<file path="config.mk">
export PLATFORM = sky130hd
export DESIGN_NAME = bin2bcd_seq
export DESIGN_NICKNAME = d
export VERILOG_FILES = /design/src/rtl/distance_pkg.sv /design/src/rtl/bcd_add3.sv /design/src/rtl/bin2bcd_seq.sv
export SDC_FILE = /design/constraint.sdc
export NUM_CORES = 1
export LEC_CHECK = 0
export BUFFER_PORTS_ARGS = -buffer_cell sky130_fd_sc_hd__buf_2
export CAP_MARGIN = 20
export CORE_MARGIN = 2
export CORE_UTILIZATION = 45
export DETAILED_ROUTE_END_ITERATION = 7
export GPL_TIMING_DRIVEN = 1
export PLACE_DENSITY = 0.69
export SYNTH_ARGS = -nofsm -noshare
export SYNTH_HDL_FRONTEND = slang
export SYNTH_SLANG_ARGS = --single-unit
export TNS_END_PERCENT = 20
</file>
<file path="constraint.sdc">
create_clock -name i_Clk -period 1.6 [get_ports i_Clk]
set_input_delay 0.24 -clock i_Clk [delete_from_list [all_inputs] [get_ports i_Clk]]
set_output_delay 0.24 -clock i_Clk [all_outputs]
set_load 0.02 [all_outputs]
</file>
<file path="src/rtl/distance_pkg.sv">
// Shared definitions for the distance display path.
// Contents:
//   BCD_W          - bits per BCD digit
//   DEFAULT_WIDTH  - default binary distance width (cm)
//   DEFAULT_DIGITS - default number of BCD digits shown
//   ST_*           - FSM state encodings for the sequential BCD converter
//   pow10()        - elaboration-time helper for the width/digit range check
package distance_pkg;

    localparam int unsigned BCD_W          = 4;
    localparam int unsigned DEFAULT_WIDTH  = 12;
    localparam int unsigned DEFAULT_DIGITS = 4;

    typedef logic [1:0] state_t;

    localparam state_t ST_IDLE  = 2'd0;
    localparam state_t ST_SHIFT = 2'd1;
    localparam state_t ST_DONE  = 2'd2;

    function automatic longint unsigned pow10(input int unsigned n);
        longint unsigned r;
        r = 64'd1;
        for (int unsigned i = 0; i < n; i++) begin
            r = r * 64'd10;
        end
        return r;
    endfunction

endpackage

</file>
<file path="src/rtl/bcd_add3.sv">
// Double-dabble digit correction: a digit of 5 or more gets 3 added so the
// following left shift carries into the next decimal digit.
// Ports:
//   i_Digit - 4-bit BCD scratch digit
//   o_Digit - corrected digit (i_Digit >= 5 ? i_Digit + 3 : i_Digit)
module bcd_add3
    import distance_pkg::*;
(
    input  logic [BCD_W-1:0] i_Digit,
    output logic [BCD_W-1:0] o_Digit
);

    always_comb begin
        o_Digit = i_Digit;
        if (i_Digit >= 4'd5) begin
            o_Digit = i_Digit + 4'd3;
        end
    end

endmodule

</file>
<file path="src/rtl/bin2bcd_seq.sv">
// Sequential binary-to-BCD converter (double dabble, one input bit per clock)
// for the distance display. Results feed the 7-segment decoders directly.
// Ports:
//   i_Clk    - clock, rising edge
//   i_Reset  - synchronous active-high reset
//   i_Start  - convert i_Bin (accepted in IDLE or DONE only)
//   i_Bin    - unsigned binary distance, WIDTH bits
//   o_Busy   - high while shifting
//   o_Done   - one-cycle pulse when o_Bcd/o_Blank are updated
//   o_Bcd    - result digits, digit k in bits [4k+3:4k], k=0 is ones
//   o_Blank  - leading-zero blank flags; bit 0 is never set
module bin2bcd_seq
    import distance_pkg::*;
#(
    parameter int unsigned WIDTH  = DEFAULT_WIDTH,
    parameter int unsigned DIGITS = DEFAULT_DIGITS
) (
    input  logic                      i_Clk,
    input  logic                      i_Reset,
    input  logic                      i_Start,
    input  logic [WIDTH-1:0]          i_Bin,
    output logic                      o_Busy,
    output logic                      o_Done,
    output logic [BCD_W*DIGITS-1:0]   o_Bcd,
    output logic [DIGITS-1:0]         o_Blank
);

    localparam int unsigned SCR_W = BCD_W * DIGITS;
    localparam int unsigned CNT_W = $clog2(WIDTH + 1);
    localparam logic [DIGITS-1:0] BLANK_RST = {DIGITS{1'b1}} << 1;

    // Every WIDTH-bit value must fit in DIGITS decimal digits; there is no
    // saturation logic, so an undersized configuration is rejected outright.
    if (!(pow10(DIGITS) > ((64'd1 << WIDTH) - 64'd1))) begin : g_width_check
        $fatal(1, "bin2bcd_seq: DIGITS too small for WIDTH");
    end

    state_t             state_q,   state_d;
    logic [CNT_W-1:0]   cnt_q,     cnt_d;
    logic [SCR_W-1:0]   scratch_q, scratch_d;
    logic [WIDTH-1:0]   op_q,      op_d;
    logic [SCR_W-1:0]   bcd_q,     bcd_d;
    logic [DIGITS-1:0]  blank_q,   blank_d;

    logic [SCR_W-1:0]   corr;
    logic [DIGITS-1:0]  blank_next;
    logic               all_zero;
    logic               shift_unused;

    for (genvar g = 0; g < DIGITS; g++) begin : g_add3
        bcd_add3 u_add3 (
            .i_Digit (scratch_q[g*BCD_W +: BCD_W]),
            .o_Digit (corr[g*BCD_W +: BCD_W])
        );
    end

    // Blank flags walk down from the most significant digit; bit 0 stays 0.
    always_comb begin
        blank_next = '0;
        all_zero   = 1'b1;
        for (int unsigned k = DIGITS - 1; k >= 1; k--) begin
            all_zero      = all_zero & (scratch_q[k*BCD_W +: BCD_W] == 4'd0);
            blank_next[k] = all_zero;
        end
    end

    always_comb begin
        state_d      = state_q;
        cnt_d        = cnt_q;
        scratch_d    = scratch_q;
        op_d         = op_q;
        bcd_d        = bcd_q;
        blank_d      = blank_q;
        shift_unused = 1'b0;
        case (state_q)
            ST_IDLE, ST_DONE: begin
                if (i_Start) begin
                    op_d      = i_Bin;
                    scratch_d = '0;
                    cnt_d     = CNT_W'(WIDTH);
                    state_d   = ST_SHIFT;
                end else if (state_q == ST_DONE) begin
                    state_d = ST_IDLE;
                end
            end
            ST_SHIFT: begin
                // WIDTH shift cycles bring the counter to 0; the extra cycle
                // at 0 only publishes the scratch digits.
                if (cnt_q == '0) begin
                    bcd_d   = scratch_q;
                    blank_d = blank_next;
                    state_d = ST_DONE;
                end else begin
                    // Top digit's MSB shifts out; it is always 0 given the range check.
                    {shift_unused, scratch_d, op_d} = {corr, op_q, 1'b0};
                    cnt_d = cnt_q - CNT_W'(1);
                end
            end
            default: state_d = ST_IDLE;
        endcase
    end

    always_ff @(posedge i_Clk) begin
        if (i_Reset) begin
            state_q   <= ST_IDLE;
            cnt_q     <= '0;
            scratch_q <= '0;
            op_q      <= '0;
            bcd_q     <= '0;
            blank_q   <= BLANK_RST;
        end else begin
            state_q   <= state_d;
            cnt_q     <= cnt_d;
            scratch_q <= scratch_d;
            op_q      <= op_d;
            bcd_q     <= bcd_d;
            blank_q   <= blank_d;
        end
    end

    assign o_Busy  = (state_q == ST_SHIFT);
    assign o_Done  = (state_q == ST_DONE);
    assign o_Bcd   = bcd_q;
    assign o_Blank = blank_q;

endmodule

</file>
After elaboration in Yosys (flattened, before gate mapping) --
Cells that the tools add are included. Widths: inputs -> output; s select.
Word-level totals: flip-flop bits (word level) 53, latch bits 0, memory bits (writable) 0, memory bits (read-only) 0, bits of input ports 15, word-level logic and storage cells 50, memories 0
Cells by class: $add $sub $neg 5, multipliers 0, div/mod/pow operators 0, order comparisons 4, eq/ne operators 6, shifts and indexed selects 0, muxes and demuxes 17, bitwise operators 2, reduce and logical (&&, ||, !) cells 10
Operators by type and width (number):
- $mux 16 | 2
- $pmux 16 s2 | 1
- $mux 12 | 2
- $pmux 12 s2 | 1
- $mux 4 | 5
- $ge 4x3->1 const B | 4
- $logic_not 4->1 | 4
- $add 4x2->4 const B | 3
- $pmux 4 s2 | 1
- $mux 2 | 3
- $ne 2x2->1 const B | 2
- $pmux 2 s2 | 1
- $reduce_and 2->1 | 2
- $sub 4x1->4 const B | 1
- $add 3x2->3 const B | 1
- $mux 3 | 1
- $ne 3x3->1 const B | 1
- $reduce_and 3->1 | 1
- $and 1x1->1 | 2
- $eq 2x1->1 const B | 1
- $eq 2x2->1 const B | 1
- $logic_not 2->1 | 1
- $ne 2x1->1 const B | 1
- $reduce_bool 2->1 | 1
- $reduce_or 2->1 | 1

Logic depth before layout (Yosys ltp) --
depth in word-level cells 4, gate-level depth with buffers 7

Hierarchy --
Synthesis repeated with hierarchy kept, for this count alone.
Unflattened totals: cells, all modules 330, area total of the unflattened synthesis 2691.3 sq um
Modules (own cells, without submodules):
- bin2bcd_seq | times used 1, cells each 266, area each 2285.9 sq um, seq. area each 1061.0 sq um
- bcd_add3 | times used 4, cells each 16, area each 101.3 sq um, seq. area each 0.0 sq um

Worst setup path before layout --
OpenSTA, ideal clock, no wires.
path kind register to register, start point register cnt_q[0], end point register scratch_q[13], arrival time 1.515 ns, required time 1.521 ns, slack 0.007 ns, stages on the path, launching flop included 7, path buffers 1, period minus slack after synthesis 1.593 ns, path through dfxtp_1 -> inv_1 -> ha_1 -> nor3b_4 -> buf_2 -> or4_1 -> o221ai_2
Between the ends: cells in the longest elaborated chain, start to end 3
Ends and longest elaborated chain:
- start, declared | line bin2bcd_seq.sv:39 | logic [CNT_W-1:0] cnt_q, cnt_d;
- start signal, assigned | line bin2bcd_seq.sv:113 | cnt_q <= cnt_d;
- $logic_not 4->1 | line bin2bcd_seq.sv:89 | if (cnt_q == '0) begin
- $ne 2x2->1 (no source line)
- $reduce_and 3->1 (no source line)
- end signal, assigned | line bin2bcd_seq.sv:114 | scratch_q <= scratch_d;
- end, declared | line bin2bcd_seq.sv:40 | logic [SCR_W-1:0] scratch_q, scratch_d;
Every way passes these cells. A chain may end at the register's enable or synchronous reset.

Worst setup path in the final report --
start point register cnt_q[1], end point register bcd_q[10] (netlist: o_Bcd[10])
Between the ends: cells in the longest elaborated chain, start to end 2
Ends and longest elaborated chain:
- $logic_not 4->1 | line bin2bcd_seq.sv:89
- $reduce_and 2->1 (no source line)
- end signal, assigned | line bin2bcd_seq.sv:109 | bcd_q <= '0;
- end signal, assigned | line bin2bcd_seq.sv:116 | bcd_q <= bcd_d;
- end, declared | line bin2bcd_seq.sv:42 | logic [SCR_W-1:0] bcd_q, bcd_d;
Every way passes these cells.

==> impl.org <==
** CTS
- The clock reaches the later pin of the worst-skew pair after 0.30 ns.
- The clock passes through at most 2 buffers.
- In this run the number of H-tree levels came out at 2.
- CTS sink cnt :: 53
- In this run, CTS created clock tree buffers numbering 5.
- Clk root buf :: clkbuf_8
- Clock-pin slew was measured on the worst setup and hold paths at 0.09 ns.
- Clock tree from TritonCTS :: built
- In this run, post-CTS hold repair placed 0 buffers.

** GRT
- In the global route stage, overall resource usage came out at 0.191.
- After global routing the overflow that remains totals 0.
- Initial antenna violation count :: 0
- The first global-routing pass estimated 9.58 mm of wire.
- The number of global-route vias before repair came to 2085.
- Maximum number of pins on one net before global-route repair :: 22

** Worst setup path
- STA classifies the critical path endpoint as a register.
- Required time of the critical path :: 1.85 ns
- Number of cells on the worst reg-to-reg path :: 7
- Data arrival, critical path :: 1.80 ns
- Startpoint of the worst register-to-register path :: cnt_q[1]
- The critical path starts at cnt_q[1].
- The setup check on the worst reg-to-reg path leaves a slack of 0.04 ns.
- The worst register-to-register path ends at o_Bcd[10].
- CP Launch Type :: register
- The setup path with the least slack is of type register to register.
- Critical path fanouts, max :: 5

** Timing
- Final period utilization :: 0.972
- Fin Hold WS :: 0.162 ns
- Final TNS setup :: 0 ns
- Setup slack closes at 0.0445 ns.
- Setup skew after layout :: 0.00790 ns
- For this run, the top clock speed supported by timing is 0.643 GHz.
- Setup violations remaining at the end of the flow were counted as 0.
- Time the worst path needs with I/O delays and setup :: 1.56 ns
- Final hold violations :: 0
- Setup repair after global routing could not meet its margin everywhere.
- The max-slew violation count came to 0.

** Place
- Number of port buffers :: 35
- Placed Instances :: 423
- At the placement stage, the worst setup path has a slack of -0.0157 ns.
- The placed instances occupy a cell area of 3000 um^2.
- Final Wtd Congestion :: 0.814
- After legalization and detailed placement, the total HPWL measured 4.06 mm.

** Logic synthesis
- Asr flop ratio synth :: 0
- For this run, the leading register cell type out of synthesis is dfxtp_1.
- Counting flops with a built-in enable in the synthesized netlist gives 0.
- Summed over all instances, the cell type with the most area after synthesis is dfxtp_1.
- Number of synthesized register bits :: 53
- Cell types with the largest area share after synthesis :: dfxtp_1 (41%), nand2_1 (7.7%), a21oi_1 (6.8%)
- During synthesis, Yosys emitted a total of 0 warnings.
- Counting every instance in the synthesized netlist gives 301.
- Fraction of post-synthesis cell area in the top cell type by area :: 0.410
- Commonest cells in the netlist :: dfxtp_1 (53), nand2_1 (53), a21oi_1 (35)
- The number of nets in the synthesized netlist is 328.
- Share of the yosys chip area belonging to registers :: 0.410
- Number of different library cells in the post-synthesis netlist :: 45
- Cell Area, Synth :: 2580 um^2
- In this run the mean area of a mapped cell was 8.59 um^2.

** Power and ir drop
- For this design the static power due to leakage is 1.29 nW.
- Power per standard cell area :: 841 nW/um^2
- VDD sags by at most 0.614 mV.

** Status
- Result of the run :: finished, final reports clean

** Routing
- Count of vias placed by the detailed router :: 2289
- In the routed design, unresolved DRC markers number 0.
- Number of nets with antenna violations after routing :: 0
- In the routed layout, each cell is associated on average with a via count of 5.30.
- Wire length per cell :: 13.3 um
- Post-detailed-routing wire length :: 5.73 mm
- Length of the first detailed-routing pass in iterations :: 4
- First-iteration detailed-routing DRC count :: 72

** Worst hold path
- Along the worst hold path, the cell count comes to 3.
- Path type of the worst min-delay path :: input pin to register
- The worst hold path terminates at op_q[0].
- The startpoint identified for the worst hold timing path is i_Bin[0].

** Die
- The region available for standard cell placement spans 5540 um^2.
- The floorplan has 27 rows.
- The initial utilization of the core area, before any placement, comes to 0.467.
- Die footprint :: 6370 um^2
- In this run the count of I/O pins placed on the die edge is 37.
- Die extent in y :: 79.8 um
- Die W :: 79.8 um

** Flow run
- Maxcap violations :: 0

** Finish
- After routing the design area is 3240 um^2.
- Nets@finish :: 387
- Diodes inserted :: 0
- Number of standard cells in the layout, taps in and fillers out :: 432
- Area growth from synthesis to final layout :: 25.4%
- Share of final-layout standard cells stronger than drive strength 1 :: 0.350
## area by class of cell
cell class | count | area [um^2]
sequential | 53 | 1060
multi-input combinational | 216 | 1480
timing repair buffer | 72 | 475
tap | 72 | 90.1
fill | 525 | 2300
clock buffer | 7 | 86.3
inverter | 12 | 45.0
## placed cells by master, fill, tap and decap left out, types with 3 or more instances in the layout
master    synthesis  routed
a21o_1            3       3
a21oi_1          35      24
a21oi_2           0      12
a22oi_2           0       6
a311oi_1          5       4
a31oi_1           4       4
buf_2             7      35
buf_4             1      31
buf_6             2       6
clkbuf_8          0       6
dfxtp_1          53      51
ha_1             12      11
inv_1            11       9
inv_2             0       3
mux2_2            4       4
mux2i_1           4       4
nand2_1          53      49
nand2_2           0       3
nand2b_1          6       5
nand3_1          12      12
nand4b_1          4       4
nor2_1           16      16
nor3b_1           4       4
nor4_1            7       7
o21ai_0           4       4
o21ai_1           4       3
o22ai_1           3       3
o41ai_2           3       3
or3_1             5       5
## flip-flops by register name (all words and copies together) (netlist names)
name and flops:
scratch_q 16, op_q 12, o_Blank 3, state_q 2
cnt_q 4, o_Bcd 16
## how the worst max path moves through the flow
stage                     cells after the start            end  slack (ns)
after floorplan                               6  scratch_q[13]       0.007
after global placement                        8        op_q[1]        0.03
after detailed placement                      8        op_q[1]       -0.02
after CTS                                     5     o_Blank[1]       -0.02
after global routing                          7      o_Bcd[14]       -0.05
final                                         7      o_Bcd[10]        0.04
## layer usage
| metal | vias up | wire, um | track usage |
|---|---|---|---|
| met4 | 0 | 66 | 0.0627 |
| met5 | - | 0 | 0 |
| met1 | 1067 | 2660 | 0.243 |
| met3 | 7 | 219 | 0.0407 |
| met2 | 41 | 2780 | 0.323 |
| li1 | 1174 | - | - |
## power breakdown
part / internal [mW] / switching [mW]
combinational: 0.250 / 0.319
clock: 0.344 / 0.407
sequential: 1.37 / 0.0357
total: 1.96 / 0.762
## critical path, cell delays in order (launching register included)
cell and delay (ns):
dfxtp_2 0.33, inv_2 0.07, ha_4 0.14, or3b_4 0.46, nor2_8 0.19, buf_6 0.13, nand2_1 0.06, a21oi_2 0.13
## metrics by stage
| stage | util | power (mW) |
|---|---|---|
| global route | 0.585 | 2.86 |
| global placement | 0.541 | 1.92 |
| finish | 0.585 | 2.72 |
| CTS | 0.563 | 2.69 |
| floorplan | - | 1.75 |
| detailed placement | 0.541 | 1.93 |
## repair_timing
item	in CTS	in global routing
gates cloned	0	1
resized for setup	8	31
endpoints found under the setup margin	12	42
pin swaps	1	9
setup buffers	0	1
## kinds of logic after synthesis
family	synth area share
simple gates	0.244
compound gates	0.188
flops	0.410
buf+inv	0.0649
fa+ha+maj	0.0581
mux	0.0329
other cells	0.00145
Power figures use the tool's default switching activity.
